**config.mk**
```make
export PLATFORM = sky130hd
export DESIGN_NAME = ccff_chain_loader
export DESIGN_NICKNAME = d
export VERILOG_FILES = /design/src/rtl/ccff_chain_loader.sv
export SDC_FILE = /design/constraint.sdc
export NUM_CORES = 1
export LEC_CHECK = 0
export ABC_AREA = 1
export BUFFER_PORTS_ARGS = -buffer_cell sky130_fd_sc_hd__buf_2
export CORE_UTILIZATION = 58
export DETAILED_ROUTE_END_ITERATION = 10
export GPL_TIMING_DRIVEN = 0
export HOLD_SLACK_MARGIN = 0.03
export PLACE_DENSITY = 0.79
export SYNTH_ARGS = -nofsm -noshare
export SYNTH_HDL_FRONTEND = slang
export SYNTH_SLANG_ARGS = --single-unit
```
**constraint.sdc**
```tcl
create_clock -name prog_clk -period 2.15 [get_ports prog_clk]
set_input_delay 0.215 -clock prog_clk [delete_from_list [all_inputs] [get_ports prog_clk]]
set_output_delay 0.215 -clock prog_clk [all_outputs]
set_load 0.03 [all_outputs]
```
**src/rtl/ccff_chain_loader.sv**
```systemverilog
// Serial loader for a configuration flip-flop chain, with IO isolation guard bands.
// Define CCFF_READBACK_EN to add rb_data/rb_valid capture of bits leaving the chain tail.
module ccff_chain_loader #(
    parameter int CHAIN_LEN = 20,
    parameter int WORD_W    = 8,
    parameter int ISOL_CYC  = 4
) (
    input  logic              prog_clk,
    input  logic              pReset,
    input  logic              start,
    input  logic              abort,
    input  logic [WORD_W-1:0] cfg_data,
    input  logic              cfg_valid,
    output logic              cfg_ready,
    output logic              ccff_head,
    output logic              ccff_shift_en,
    input  logic              ccff_tail,
    output logic              IO_ISOL_N,
    output logic              busy,
    output logic              done,
    output logic              err
`ifdef CCFF_READBACK_EN
    ,
    output logic [WORD_W-1:0] rb_data,
    output logic              rb_valid
`endif
);

    localparam int BCW = $clog2(CHAIN_LEN + 1);
    localparam int WCW = $clog2(WORD_W + 1);

    localparam logic [BCW-1:0] LAST_BIT  = BCW'(CHAIN_LEN - 1);
    localparam logic [WCW-1:0] FULL_WORD = WCW'(WORD_W);
    localparam logic [7:0]     ISOL_LAST = 8'(ISOL_CYC - 1);

    typedef enum logic [1:0] {
        IDLE,
        ISOLATE,
        SHIFT,
        SETTLE
    } state_e;

    state_e            state_q;
    logic [BCW-1:0]    bit_cnt_q;
    logic [WCW-1:0]    buf_cnt_q;
    logic [WORD_W-1:0] buf_q;
    logic [7:0]        guard_cnt_q;
    logic              isol_n_q;
    logic              busy_q;
    logic              done_q;
    logic              err_q;

    logic buf_has;
    logic shifting;
    logic last_bit;
    logic abort_req;

    assign buf_has   = (buf_cnt_q != '0);
    assign shifting  = (state_q == SHIFT) && buf_has;
    assign last_bit  = shifting && (bit_cnt_q == LAST_BIT);
    assign abort_req = abort && (state_q != IDLE);

    // Head is gated so the chain never sees stale buffer bits while stalled.
    assign ccff_shift_en = shifting;
    assign ccff_head     = shifting & buf_q[WORD_W-1];
    assign cfg_ready     = (state_q == SHIFT) && !buf_has;

    assign IO_ISOL_N = isol_n_q;
    assign busy      = busy_q;
    assign done      = done_q;
    assign err       = err_q;

    // NOTE: registers take <= so every branch below reads pre-edge values.
    always_ff @(posedge prog_clk or posedge pReset) begin
        if (pReset) begin
            state_q     <= IDLE;
            bit_cnt_q   <= '0;
            buf_cnt_q   <= '0;
            buf_q       <= '0;
            guard_cnt_q <= '0;
            isol_n_q    <= 1'b0;
            busy_q      <= 1'b0;
            done_q      <= 1'b0;
            err_q       <= 1'b0;
        end else begin
            done_q <= 1'b0;
            if (abort_req) begin
                // Isolation stays asserted: the chain content is now incomplete.
                state_q     <= IDLE;
                err_q       <= 1'b1;
                busy_q      <= 1'b0;
                bit_cnt_q   <= '0;
                buf_cnt_q   <= '0;
                buf_q       <= '0;
                guard_cnt_q <= '0;
            end else begin
                case (state_q)
                    IDLE: begin
                        if (start) begin
                            state_q     <= ISOLATE;
                            err_q       <= 1'b0;
                            isol_n_q    <= 1'b0;
                            busy_q      <= 1'b1;
                            bit_cnt_q   <= '0;
                            guard_cnt_q <= '0;
                        end
                    end
                    ISOLATE: begin
                        if (guard_cnt_q == ISOL_LAST) begin
                            guard_cnt_q <= '0;
                            state_q     <= SHIFT;
                        end else begin
                            guard_cnt_q <= guard_cnt_q + 8'd1;
                        end
                    end
                    SHIFT: begin
                        if (buf_has) begin
                            bit_cnt_q <= bit_cnt_q + BCW'(1);
                            if (last_bit) begin
                                state_q   <= SETTLE;
                                buf_q     <= '0;
                                buf_cnt_q <= '0;
                            end else begin
                                buf_q     <= buf_q << 1;
                                buf_cnt_q <= buf_cnt_q - WCW'(1);
                            end
                        end else if (cfg_valid) begin
                            buf_q     <= cfg_data;
                            buf_cnt_q <= FULL_WORD;
                        end
                    end
                    SETTLE: begin
                        if (guard_cnt_q == ISOL_LAST) begin
                            state_q     <= IDLE;
                            guard_cnt_q <= '0;
                            done_q      <= 1'b1;
                            isol_n_q    <= 1'b1;
                            busy_q      <= 1'b0;
                        end else begin
                            guard_cnt_q <= guard_cnt_q + 8'd1;
                        end
                    end
                    default: state_q <= IDLE;
                endcase
            end
        end
    end

`ifdef CCFF_READBACK_EN
    logic [WCW-1:0]    rb_cnt_q;
    logic [WORD_W-1:0] rb_acc_q;
    logic [WORD_W-1:0] rb_acc_d;
    logic [WORD_W-1:0] rb_data_q;
    logic              rb_valid_q;

    // Each tail bit lands MSB-first, so a short final word comes out left-aligned.
    always_comb begin
        rb_acc_d = rb_acc_q | (WORD_W'(ccff_tail) << (FULL_WORD - WCW'(1) - rb_cnt_q));
    end

    always_ff @(posedge prog_clk or posedge pReset) begin
        if (pReset) begin
            rb_cnt_q   <= '0;
            rb_acc_q   <= '0;
            rb_data_q  <= '0;
            rb_valid_q <= 1'b0;
        end else begin
            rb_valid_q <= 1'b0;
            if (abort_req) begin
                rb_cnt_q <= '0;
                rb_acc_q <= '0;
            end else if (shifting) begin
                if ((rb_cnt_q == FULL_WORD - WCW'(1)) || last_bit) begin
                    rb_data_q  <= rb_acc_d;
                    rb_valid_q <= 1'b1;
                    rb_cnt_q   <= '0;
                    rb_acc_q   <= '0;
                end else begin
                    rb_acc_q <= rb_acc_d;
                    rb_cnt_q <= rb_cnt_q + WCW'(1);
                end
            end
        end
    end

    assign rb_data  = rb_data_q;
    assign rb_valid = rb_valid_q;
`else
    logic tail_unused;
    assign tail_unused = ccff_tail;
`endif

endmodule
```
==> flow_summary.ini <==
[clock_tree]
cts_root_buf = clkbuf_4
hold_buffers = 0
cts_tree = yes
cts_resized = 0
numCtsBuffers = 5
cts_max_path_buffers = 2
clkSinkCount = 31
ctsHtreeMaxLevel = 2
clkSlewWorstSetupHoldPaths_ns = 0.10
postCtsSetupRepairBufs = 0
clk_latency_ns = 0.34

[critical_path]
worstPathRequired_ns = 1.93
cpMaxStageDelayCell = dfrtp_1
end_kind = primary output
worstPathCellList = inv_1 -> ha_1 -> nand2_4 -> nor2_1 -> buf_2
crit_type = flip-flop to primary output
critPathMaxFanout = 6
critPathMaxStageDelay_ns = 0.47
path_buf_inv = 2
critPathLaunchType = flip-flop
critical-path-top-delay-family = flip-flops
crit_arrival_ns = 1.71

[hold_path]
hold_class = input port to async pin

[placed_design]
port_buffers = 19
dp_cells = 334
placed_area_um2 = 2140
place.gp.congestion = 0.833
dpl.hpwl_um = 2760

[logic_synthesis]
synth_compound_area_frac = 0.106
synth_mux_area_frac = 0
ys_seq_elements = 31
ys.flop_type = dfrtp_1
netlist_instances = 271
synth-xor-area-share = 0.00882
netlist_top_cells_area = dfrtp_1, nand2_1, inv_1
syn_avg_cell_area_um2 = 7.33
async_flop_share = 1.00
ys_warn_count = 0
synth-adder-area-share = 0.0441
synth_top_family_by_area = simple AND/OR/NAND/NOR gates
seq_area_frac_synth = 0.391
synth_cell_type_count = 28
synth-edff-count = 0
synth.top_cell.area_share = 0.391
syn_area_um2 = 1990
synth_fp_nets = 292
yosysTopAreaCell = dfrtp_1
synth_simple_gate_area_frac = 0.348

[timing]
slew_viol_final = 0
hold_viol = 0
tns_ns = 0
max_freq_mhz = 520
period_needed_ns = 1.92
maxSlewHeadroom = 0.227
period_share = 0.894
rsz0062_at_grt = false
setup_viol = 0
fin_skew_ns = 0.0150
whs_ns = 0.158
tightest_slew_ns = 1.16

[power_and_ir_drop]
clkPwrFrac = 0.126
p_sw_uw = 1360
switching_share = 0.489
power_frac_seq = 0.308
p_per_area_nw_per_um2 = 1270
internal_power_uw = 1420
worst_ir_drop_vdd_uv = 728
p_leak_uw = 0.00120
comb_power_share = 0.566

[die]
die_x_um = 60.5
die_y_um = 60.5
row_count = 20
floorplan.initialDensity = 0.630
pin_count = 21
core_area_um2 = 3150
die_area_um2 = 3660

[job]
drv_cap = 0

[global_route]
grt_max_degree = 32
grt_remaining_overflow = 0
grt_use_total = 0.232
antenna_found_initial = 0
grt_pass1_vias = 1502
grt_pass1_wl_um = 6240

[routing]
drt-total-wl_um = 3740
dr_total_vias = 1737
ant_nets = 0
viasPerCell = 5.09
wl_per_cell_um = 11.0
drc = 0
drt_iter0_drc = 125
first_pass_iters = 5

[layout]
stdcell_area_um2 = 2190
insertedDiodeCount = 0
final_common_cell = nand2_1
syn2layout_area_growth_pct = 10.4
fillCellCount = 270
layout_common_cells = nand2_1, inv_1, nor2_1
nets = 318
drive_above_1_share = 0.182
fin_cells = 341

[run_status]
outcome = completed
-- state kept, by name (all words and copies together) (netlist names) --
| name | flops |
|---|---|
| IO_ISOL_N | 1 |
| bit_cnt_q | 5 |
| buf_cnt_q | 4 |
| buf_q | 8 |
| busy | 1 |
| done | 1 |
| err | 1 |
| guard_cnt_q | 8 |
| state_q | 2 |
-- through the flow --
| stage | total power, µW | setup WS, ns | utilization |
|---|---|---|---|
| 2_1_floorplan | 2130 | 0.563 | - |
| 3_3_place_gp | 2400 | 0.423 | 0.677 |
| 3_5_place_dp | 2430 | 0.410 | 0.677 |
| 4_1_cts | 2790 | 0.218 | 0.695 |
| 5_1_grt | 3060 | 0.122 | 0.695 |
| 6_report | 2780 | 0.229 | 0.695 |
-- synth_stat cells, types with 2 or more instances --
cell type,number
ha_1,7
nor2_4,2
inv_1,41
a21oi_1,6
o21ai_2,3
nand4_1,8
nand2_4,6
nand3_1,15
dfrtp_1,31
nand2_1,68
nor2_1,35
inv_2,4
nor3_1,2
buf_6,2
nand2_2,2
o21ai_0,5
xor2_1,2
o21ai_1,20
nor2_2,3
-- layout make-up --
cell class,count,area (µm²),area share
repair buffers,19,95.1,0.0434
clock inverters,1,5.00,0.00228
well taps,44,55.1,0.0251
plain buffers,2,22.5,0.0103
inverters,47,180,0.0822
flip-flops and latches,31,776,0.354
multi-input cells,191,1010,0.459
clock buffers,6,51.3,0.0234
-- power groups by stage --
stage	Combinational [µW]	Clock [µW]	Sequential, µW
after detailed placement	1570	0	865
after CTS	1580	363	854
after floorplan	1240	0	885
after global placement	1540	0	861
final	1580	351	855
after global routing	1810	380	873
-- final timing paths --
| kind | slack, ns | to | cells after the start | from |
|---|---|---|---|---|
| worst max-delay path | 0.23 | ccff_head | 5 | state_q[0] |
| worst min-delay path | 0.16 | bit_cnt_q[1] | 2 | pReset |
| worst max register to register | 0.36 | guard_cnt_q[2] | 10 | state_q[0] |
| worst min register to register | 0.50 | IO_ISOL_N | 2 | IO_ISOL_N |
| max in group asynchronous | 1.28 | buf_cnt_q[2] | 2 | pReset |
| min in group prog_clk | 0.16 | buf_q[0] | 3 | cfg_data[0] |
-- cell families after synthesis --
group | Yosys count
compound gates | 36
xor+xnor | 2
fa+ha+maj | 7
buf+inv | 49
flops | 31
simple gates | 146
-- metal layers --
metal  share of wire  up-vias  global-route usage
met1            0.49      788               0.314
li1                -      901                   -
met3           0.039        5              0.0448
met5               0        -                   0
met4           0.012        0               0.104
met2            0.46       43               0.364
No activity file was read; power rests on OpenSTA's default activity.
